===== config.mk =====
export PLATFORM = sky130hd
export DESIGN_NAME = dmem_write_buffer
export DESIGN_NICKNAME = d
export VERILOG_FILES = /design/src/rtl/dmem_write_buffer.sv
export SDC_FILE = /design/constraint.sdc
export NUM_CORES = 2
export LEC_CHECK = 0
export BUFFER_PORTS_ARGS = -buffer_cell sky130_fd_sc_hd__buf_2
export CAP_MARGIN = 20
export CELL_PAD_IN_SITES_DETAIL_PLACEMENT = 0
export CELL_PAD_IN_SITES_GLOBAL_PLACEMENT = 1
export CORE_ASPECT_RATIO = 2
export CORE_MARGIN = 4
export CORE_UTILIZATION = 45
export CTS_CLUSTER_DIAMETER = 100
export DETAILED_ROUTE_END_ITERATION = 7
export GPL_ROUTABILITY_DRIVEN = 1
export PLACE_DENSITY_LB_ADDON = 0.1
export SYNTH_ARGS = -nofsm -noshare
export SYNTH_HDL_FRONTEND = slang
export SYNTH_SLANG_ARGS = --single-unit

===== constraint.sdc =====
create_clock -name clk -period 7.3 [get_ports clk]
set_clock_uncertainty 0.2 [all_clocks]
set_input_delay 2.19 -clock clk [delete_from_list [all_inputs] [get_ports clk]]
set_output_delay 2.19 -clock clk [all_outputs]
set_load 0.01 [all_outputs]

===== src/rtl/dmem_write_buffer.sv =====
// Data-memory responder: posted-store FIFO in front of a word-addressed array,
// with store-to-load forwarding and a debug/loader write port that preempts draining.
module dmem_write_buffer #(
   parameter int AW       = 6,
   parameter int WB_DEPTH = 4
) (
   input  logic                        clk,
   input  logic                        reset,
   input  logic                        memwrite,
   input  logic [31:0]                 aluout,
   input  logic [31:0]                 writedata,
   output logic [31:0]                 readdata,
   output logic                        stall,
   output logic                        misalign,
   input  logic                        dbg_we,
   input  logic [AW-1:0]               dbg_addr,
   input  logic [31:0]                 dbg_wdata,
   output logic [31:0]                 dbg_rdata,
   output logic [$clog2(WB_DEPTH):0]   wb_count
);

   localparam int PW = $clog2(WB_DEPTH);
   localparam int NW = 2**AW;

   logic [31:0]         mem_reg     [NW];
   logic [AW-1:0]       wb_addr_reg [WB_DEPTH];
   logic [31:0]         wb_data_reg [WB_DEPTH];
   logic [WB_DEPTH-1:0] wb_valid_reg;
   logic [WB_DEPTH-1:0] wb_valid_next;
   logic [PW-1:0]       head_reg;
   logic [PW-1:0]       head_next;
   logic [PW-1:0]       tail_reg;
   logic [PW-1:0]       tail_next;
   logic [PW:0]         count_reg;
   logic [PW:0]         count_next;
   logic                misalign_reg;

   logic [AW-1:0]       widx;
   logic                aligned;
   logic                full;
   logic                enq;
   logic                pop;
   logic                drain_wr;
   logic                unused_aluout_hi;

   logic [PW-1:0]       age_slot [WB_DEPTH];
   logic [WB_DEPTH-1:0] age_hit;
   logic                fwd_hit;
   logic [31:0]         fwd_data;

   assign widx             = aluout[AW+1:2];
   assign unused_aluout_hi = ^aluout[31:AW+2];
   assign aligned          = (aluout[1:0] == 2'b00);
   assign full             = (count_reg == (PW+1)'(WB_DEPTH));
   assign enq              = memwrite & aligned & ~full;
   assign pop              = (count_reg != '0) & ~dbg_we;
   // An entry invalidated by a debug write is popped without touching the array.
   assign drain_wr         = pop & wb_valid_reg[head_reg];

   assign stall    = memwrite & full & aligned;
   assign misalign = misalign_reg;
   assign wb_count = count_reg;

   assign head_next  = pop ? head_reg + PW'(1) : head_reg;
   assign tail_next  = enq ? tail_reg + PW'(1) : tail_reg;
   assign count_next = count_reg + {{PW{1'b0}}, enq} - {{PW{1'b0}}, pop};

   // The slot being enqueued is never the one popped: that would need count 0 and full at once.
   genvar gi;
   generate
      for (gi = 0; gi < WB_DEPTH; gi++) begin : g_slot
         logic set_v;
         logic clr_v;
         assign set_v = enq & (tail_reg == PW'(gi));
         assign clr_v = (pop & (head_reg == PW'(gi)))
                      | (dbg_we & (wb_addr_reg[gi] == dbg_addr));
         assign wb_valid_next[gi] = set_v ? 1'b1 : (clr_v ? 1'b0 : wb_valid_reg[gi]);
      end
   endgenerate

   // Age 0 is the oldest entry; later ages override earlier matches.
   generate
      for (gi = 0; gi < WB_DEPTH; gi++) begin : g_age
         assign age_slot[gi] = head_reg + PW'(gi);
         assign age_hit[gi]  = wb_valid_reg[age_slot[gi]] & (wb_addr_reg[age_slot[gi]] == widx);
      end
   endgenerate

   always_comb begin
      fwd_hit  = 1'b0;
      fwd_data = '0;
      for (int k = 0; k < WB_DEPTH; k++) begin
         if (age_hit[k]) begin
            fwd_hit  = 1'b1;
            fwd_data = wb_data_reg[age_slot[k]];
         end
      end
   end

   assign readdata  = fwd_hit ? fwd_data : mem_reg[widx];
   assign dbg_rdata = mem_reg[dbg_addr];

   always_ff @(posedge clk or negedge reset) begin
      if (!reset) begin
         head_reg     <= '0;
         tail_reg     <= '0;
         count_reg    <= '0;
         wb_valid_reg <= '0;
         misalign_reg <= 1'b0;
      end else begin
         head_reg     <= head_next;
         tail_reg     <= tail_next;
         count_reg    <= count_next;
         wb_valid_reg <= wb_valid_next;
         misalign_reg <= memwrite & ~aligned;
      end
   end

   always_ff @(posedge clk) begin
      if (enq) begin
         wb_addr_reg[tail_reg] <= widx;
         wb_data_reg[tail_reg] <= writedata;
      end
   end

   always_ff @(posedge clk) begin
      if (dbg_we) begin
         mem_reg[dbg_addr] <= dbg_wdata;
      end else if (drain_wr) begin
         mem_reg[wb_addr_reg[head_reg]] <= wb_data_reg[head_reg];
      end
   end

endmodule


Word-level counts from Yosys, hierarchy flattened
Memories as Yosys holds them, arrays and structs flattened.
Cells that the tools add are included.
{"block": "totals", "ff_bits": 12, "latchBits": 0, "ramBits": 2200, "romBits": 0, "inputBits": 106, "output_inout_bits": 69, "elab_cells": 110, "n_memories": 3}
{"block": "classes", "addsub": 6, "n_mul": 0, "div": 0, "magnitude_cmp": 4, "eq_ne": 15, "shift": 0, "n_mux": 35, "n_bitwise": 30, "n_reduce_logical": 9}
{"memory": "mem_reg", "depth": 64, "width": 32, "read_ports": 2, "rd_ports_with_merged_regs": 0, "write_ports": 1, "line": "25", "source": "logic [31:0] mem_reg [NW];"}
{"memory": "wb_data_reg", "depth": 4, "width": 32, "read_ports": 4, "rd_ports_with_merged_regs": 0, "write_ports": 1, "line": "27", "source": "logic [31:0] wb_data_reg [WB_DEPTH];"}
{"memory": "wb_addr_reg", "depth": 4, "width": 6, "read_ports": 8, "rd_ports_with_merged_regs": 0, "write_ports": 1, "line": "26", "source": "logic [AW-1:0] wb_addr_reg [WB_DEPTH];"}
{"cell": "two-way mux 32 bit", "count": 6}
{"cell": "== test 6 bit", "count": 8}
{"cell": "OR reduction 32 bit", "count": 1}
{"cell": "two-way mux 1 bit", "count": 24}
{"cell": "bitwise AND 1 bit", "count": 23}
{"cell": "less-than comparator 2 x 3 -> 1 bit, second input constant", "count": 4}
{"cell": "binary-select mux 1 bit (select 2 bit)", "count": 4}
{"cell": "== test 2 bit, second input constant", "count": 4}
{"cell": "nonzero test 2 bit", "count": 4}
{"cell": "logical NOT 2 bit", "count": 3}
{"cell": "two-way mux 6 bit", "count": 1}
{"cell": "adder 2 x 1 -> 2 bit, second input constant", "count": 2}
{"cell": "adder 2 bit, second input constant", "count": 2}
{"cell": "== test 2 x 1 -> 1 bit, second input constant", "count": 2}
{"cell": "OR 1 bit", "count": 4}
{"cell": "adder 3 x 1 -> 3 bit", "count": 1}
{"cell": "== test 3 bit, second input constant", "count": 1}
{"cell": "inverter 1 bit", "count": 3}
{"cell": "nonzero test 3 bit", "count": 1}
{"cell": "subtractor 3 x 1 -> 3 bit", "count": 1}

Depth between registers and ports, before layout
{"block": "logic_depth", "depth_word": 8, "mapped_depth": 16}

Least setup slack after synthesis
Ideal clock, no wire load.
{"block": "synth_path", "path_type": "in2out", "from": "input dbg_addr[0]", "to": "output dbg_rdata[0]", "t_arrival_ps": 4664, "setup_slack_ps": 246, "path_stages": 6, "path_buffers": 3, "path_cell_list": "clkbuf_1 clkbuf_1 buf_1 mux4_2 mux4_2 mux4_2"}
{"block": "synth_via", "elab_chain_len": 1}
{"item": "from (decl)", "line": "16", "source": "input logic [AW-1:0] dbg_addr,"}
{"item": "memory (64 x 32 bit)"}
{"item": "to (decl)", "line": "18", "source": "output logic [31:0] dbg_rdata,"}
Every way passes these cells.

Final worst setup path
{"block": "layout_path", "from": "input aluout[3]", "to": "output readdata[12]"}
{"block": "layout_via", "elab_chain_len": 7, "word_cells_on_any_way": 18, "classes_between": "eq/ne: 4; mux: 9; bitwise: 4; memory: 1"}
{"item": "from (decl)", "line": "10", "source": "input logic [31:0] aluout,"}
{"item": "== test 6 bit", "line": "85", "source": "assign age_hit[gi] = wb_valid_reg[age_slot[gi]] & (wb_addr_reg[age_slot[gi]] == widx);"}
{"item": "bitwise AND 1 bit", "line": "85"}
{"item": "two-way mux 32 bit or two-way mux 1 bit (tied branches) (4 in a row)", "line": "93", "source": "if (age_hit[k]) begin"}
{"item": "two-way mux 32 bit *", "line": "100", "source": "assign readdata = fwd_hit ? fwd_data : mem_reg[widx];"}
{"item": "to (decl)", "line": "12", "source": "output logic [31:0] readdata,"}
Mark *: on every way between the ends. The rest lies on a longest branch, timed or not.

==> flow_summary.json <==
{
  "clk_pin_slew_ns": 0.06,
  "hold_viol": 0,
  "gp_congestion": 0.837,
  "synthAdderAreaFrac_pct": 0.137,
  "fp.dieW_um": 351,
  "cts_made_buffers": 208,
  "reg2reg_depth": 7,
  "hp-class": "reg2reg",
  "hp-start": "wb_valid_reg[1]",
  "final_cell_mix": "2,200 x edfxtp_1, 1,386 x mux4_2, 382 x buf_4, 213 x clkbuf_16, 166 x buf_12",
  "power.density_mw_per_mm2": 269,
  "design_area_sq_mm": 0.122,
  "synth_edf_count": 2200,
  "criticalPathCategory": "in2out",
  "avgSynthCellArea_sq_um": 21.4,
  "antenna_left": 0,
  "crit_path_max_fanout": 18,
  "clockBufferDepth": 4,
  "rrSetupSlack_ns": 1.99,
  "finalCriticalPeriod_ns": 7.29,
  "cts_tree": "built",
  "pin_count": 175,
  "synthTopCellsByArea": "edfxtp_1 62%, mux4_2 30%, mux2i_1 0.91%",
  "routedWlPerCell_um": 44.8,
  "first_pass_iters": 5,
  "drive_gt1_share_pct": 45.4,
  "arrival_ns": 4.90,
  "syn_inst": 4934,
  "muxShareOfSynthArea_pct": 31.1,
  "r2r_start": "head_reg[1]",
  "rows": 251,
  "syn_area_sq_mm": 0.106,
  "largest_reg_flops": 2048,
  "die_h_um": 694,
  "setup_viol": 0,
  "power.switching_mw": 9.19,
  "cts_num_sinks": 2212,
  "final_util_pct": 52.4,
  "synth_top_area_cell": "edfxtp_1",
  "period_share_pct": 99.9,
  "ys_seq_elements": 2212,
  "p_sw_share_pct": 27.9,
  "fin_ws_ns": 0.00508,
  "async_flop_share_pct": 0.542,
  "cts_max_level": 4,
  "vdd_drop_max_mv": 0.524,
  "clock_latency_ns": 0.87,
  "seqPwrFrac_pct": 46.6,
  "start_util_pct": 45.3,
  "synth_nets": 5051,
  "dp.final_hpwl_mm": 250,
  "total_power_mw": 32.9,
  "vias_per_cell": 6.99,
  "yosys.area_share.simple_pct": 1.66,
  "placed_cell_area_sq_mm": 0.115,
  "grt_max_degree": 97,
  "worst_pin_slew_ns": 1.15,
  "dieArea_sq_mm": 0.243,
  "drt-total-wl_mm": 388,
  "drc_errors": 0,
  "cts_root_buf": "clkbuf_16",
  "drtIter0Drc": 6911,
  "vias": 60500,
  "yosysTopAreaCellShare_pct": 62.5,
  "cp-start-kind": "input port",
  "num-nets-final": 5576,
  "required_ns": 4.91,
  "clkPwrFrac_pct": 32.3,
  "tns_ns": 0,
  "pwr-share-comb_pct": 21.1,
  "ys_seq_area_share_pct": 62.7,
  "max_freq_mhz": 137,
  "maxCapViolations": 0,
  "max-slew-margin-rel_pct": 22.9,
  "final_common_cell": "edfxtp_1",
  "synth_xor_area_share_pct": 0.467,
  "coreArea_sq_mm": 0.234,
  "synth_top_family_by_area": "multiplexers",
  "fillers": 18300,
  "rsz0062_at_grt": "yes",
  "grt_pass1_wl_mm": 527,
  "slew_viol_final": 0,
  "grt_pass1_vias": 63200,
  "grt_overflow_total": 0,
  "area_growth_pct": 15.7,
  "ys_types": 69,
  "internal-power_mw": 23.8,
  "endpoint": "readdata[12]",
  "track_usage_pct": 32.1,
  "antenna_found_initial": 26,
  "yosys_warnings": 0,
  "port_buffers": 150,
  "run_status": "completed",
  "startpoint": "aluout[3]",
  "r2r-end": "mem_reg[60][15]",
  "synth_compound_area_share_pct": 2.09,
  "worstSetupEndpointType": "output pin",
  "ys.flop_type": "edfxtp_1",
  "place_ws_ns": -0.345,
  "p_leak_nw": 38.9
}
==> cell families (layout without fill, tap and decap cells) <==
logic type      after synthesis  in the layout
flops                      2212           2212
mux                        1545           1545
buf+inv                     440           1124
simple gates                384            384
compound gates              289            289
xor+xnor                     53             53
fa+ha+maj                    11             11
other cells                   0             13
==> final cells by class <==
class | count | area [sq um] | area share, %
clock buffer | 251 | 5410 | 4.42
antenna | 13 | 32.5 | 0.0266
multi-input combinational | 2282 | 38100 | 31.1
sequential | 2212 | 66400 | 54.2
clock inverter | 118 | 950 | 0.776
inverter | 38 | 150 | 0.123
timing repair buffer | 717 | 7580 | 6.19
tap | 3036 | 3800 | 3.10
==> metal layers <==
layer | global-route usage (%) | vias to the layer above | routed length (um)
met3 | 4.88 | 844 | 28100
met1 | 38.6 | 33600 | 132000
li1 | - | 22900 | -
met4 | 15.5 | 4 | 22500
met2 | 56.6 | 3116 | 205000
met5 | 0 | - | 27
==> worst max-delay path, cell delays in order <==
cell	delay, ns
buf_8	0.28
buf_4	0.29
inv_2	0.10
buf_12	0.18
buf_12	0.17
mux2i_1	0.14
a221oi_1	0.47
a2bb2oi_2	0.14
buf_4	0.18
o21ai_1	0.42
buf_2	0.23
==> synth_stat cells, drive strengths merged (5+ instances only) <==
master and n:
edfxtp 2200, mux4 1386, buf 211, clkbuf 191
nand2 125, nor2 119, mux2i 96, mux2 63
a211oi 59, nand3 44, o21ai 41, xnor2 39
inv 38, o22ai 29, a21oi 27, and2 26
o211a 24, o31ai 23, nor3 17, nand4 14
xor2 14, a221oi 12, dfrtp 12, a31oi 10
ha 10, o221ai 10, o211ai 9, or2 8
a211o 6, a311oi 6, nand4b 6, a311o 5
nand2b 5, nor2b 5
==> repair_timing <==
item,in CTS,in global routing
pin swaps,0,2
hold buffers,0,0
setup buffers,9,5
gates cloned,4,3
endpoints found under the setup margin,26,19
gates resized for setup,17,27
==> stage by stage <==
stage,hold slack [ns],std cells
3_3_place_gp,0.365,8239
6_report,0.389,8667
5_1_grt,0.418,8660
4_1_cts,0.396,8622
2_1_floorplan,0.313,4934
3_5_place_dp,0.370,8240
==> worst min-delay path by stage <==
stage,endpoint,slack [ns],cells after the start
after floorplan,wb_valid_reg[2],0.31,1
after global placement,wb_valid_reg[2],0.37,1
after detailed placement,wb_valid_reg[2],0.37,1
after CTS,wb_valid_reg[3],0.40,1
after global routing,wb_valid_reg[3],0.42,1
final,wb_valid_reg[1],0.39,1
==> power groups by stage <==
stage	registers (mW)	logic [mW]	clock network, mW
after floorplan	15.6	4.10	0
after global placement	15.6	6.67	0
after detailed placement	15.7	6.77	0
after CTS	15.4	6.80	10.8
after global routing	15.4	7.30	11.3
final	15.3	6.95	10.6
Power figures use the tool's default switching activity.
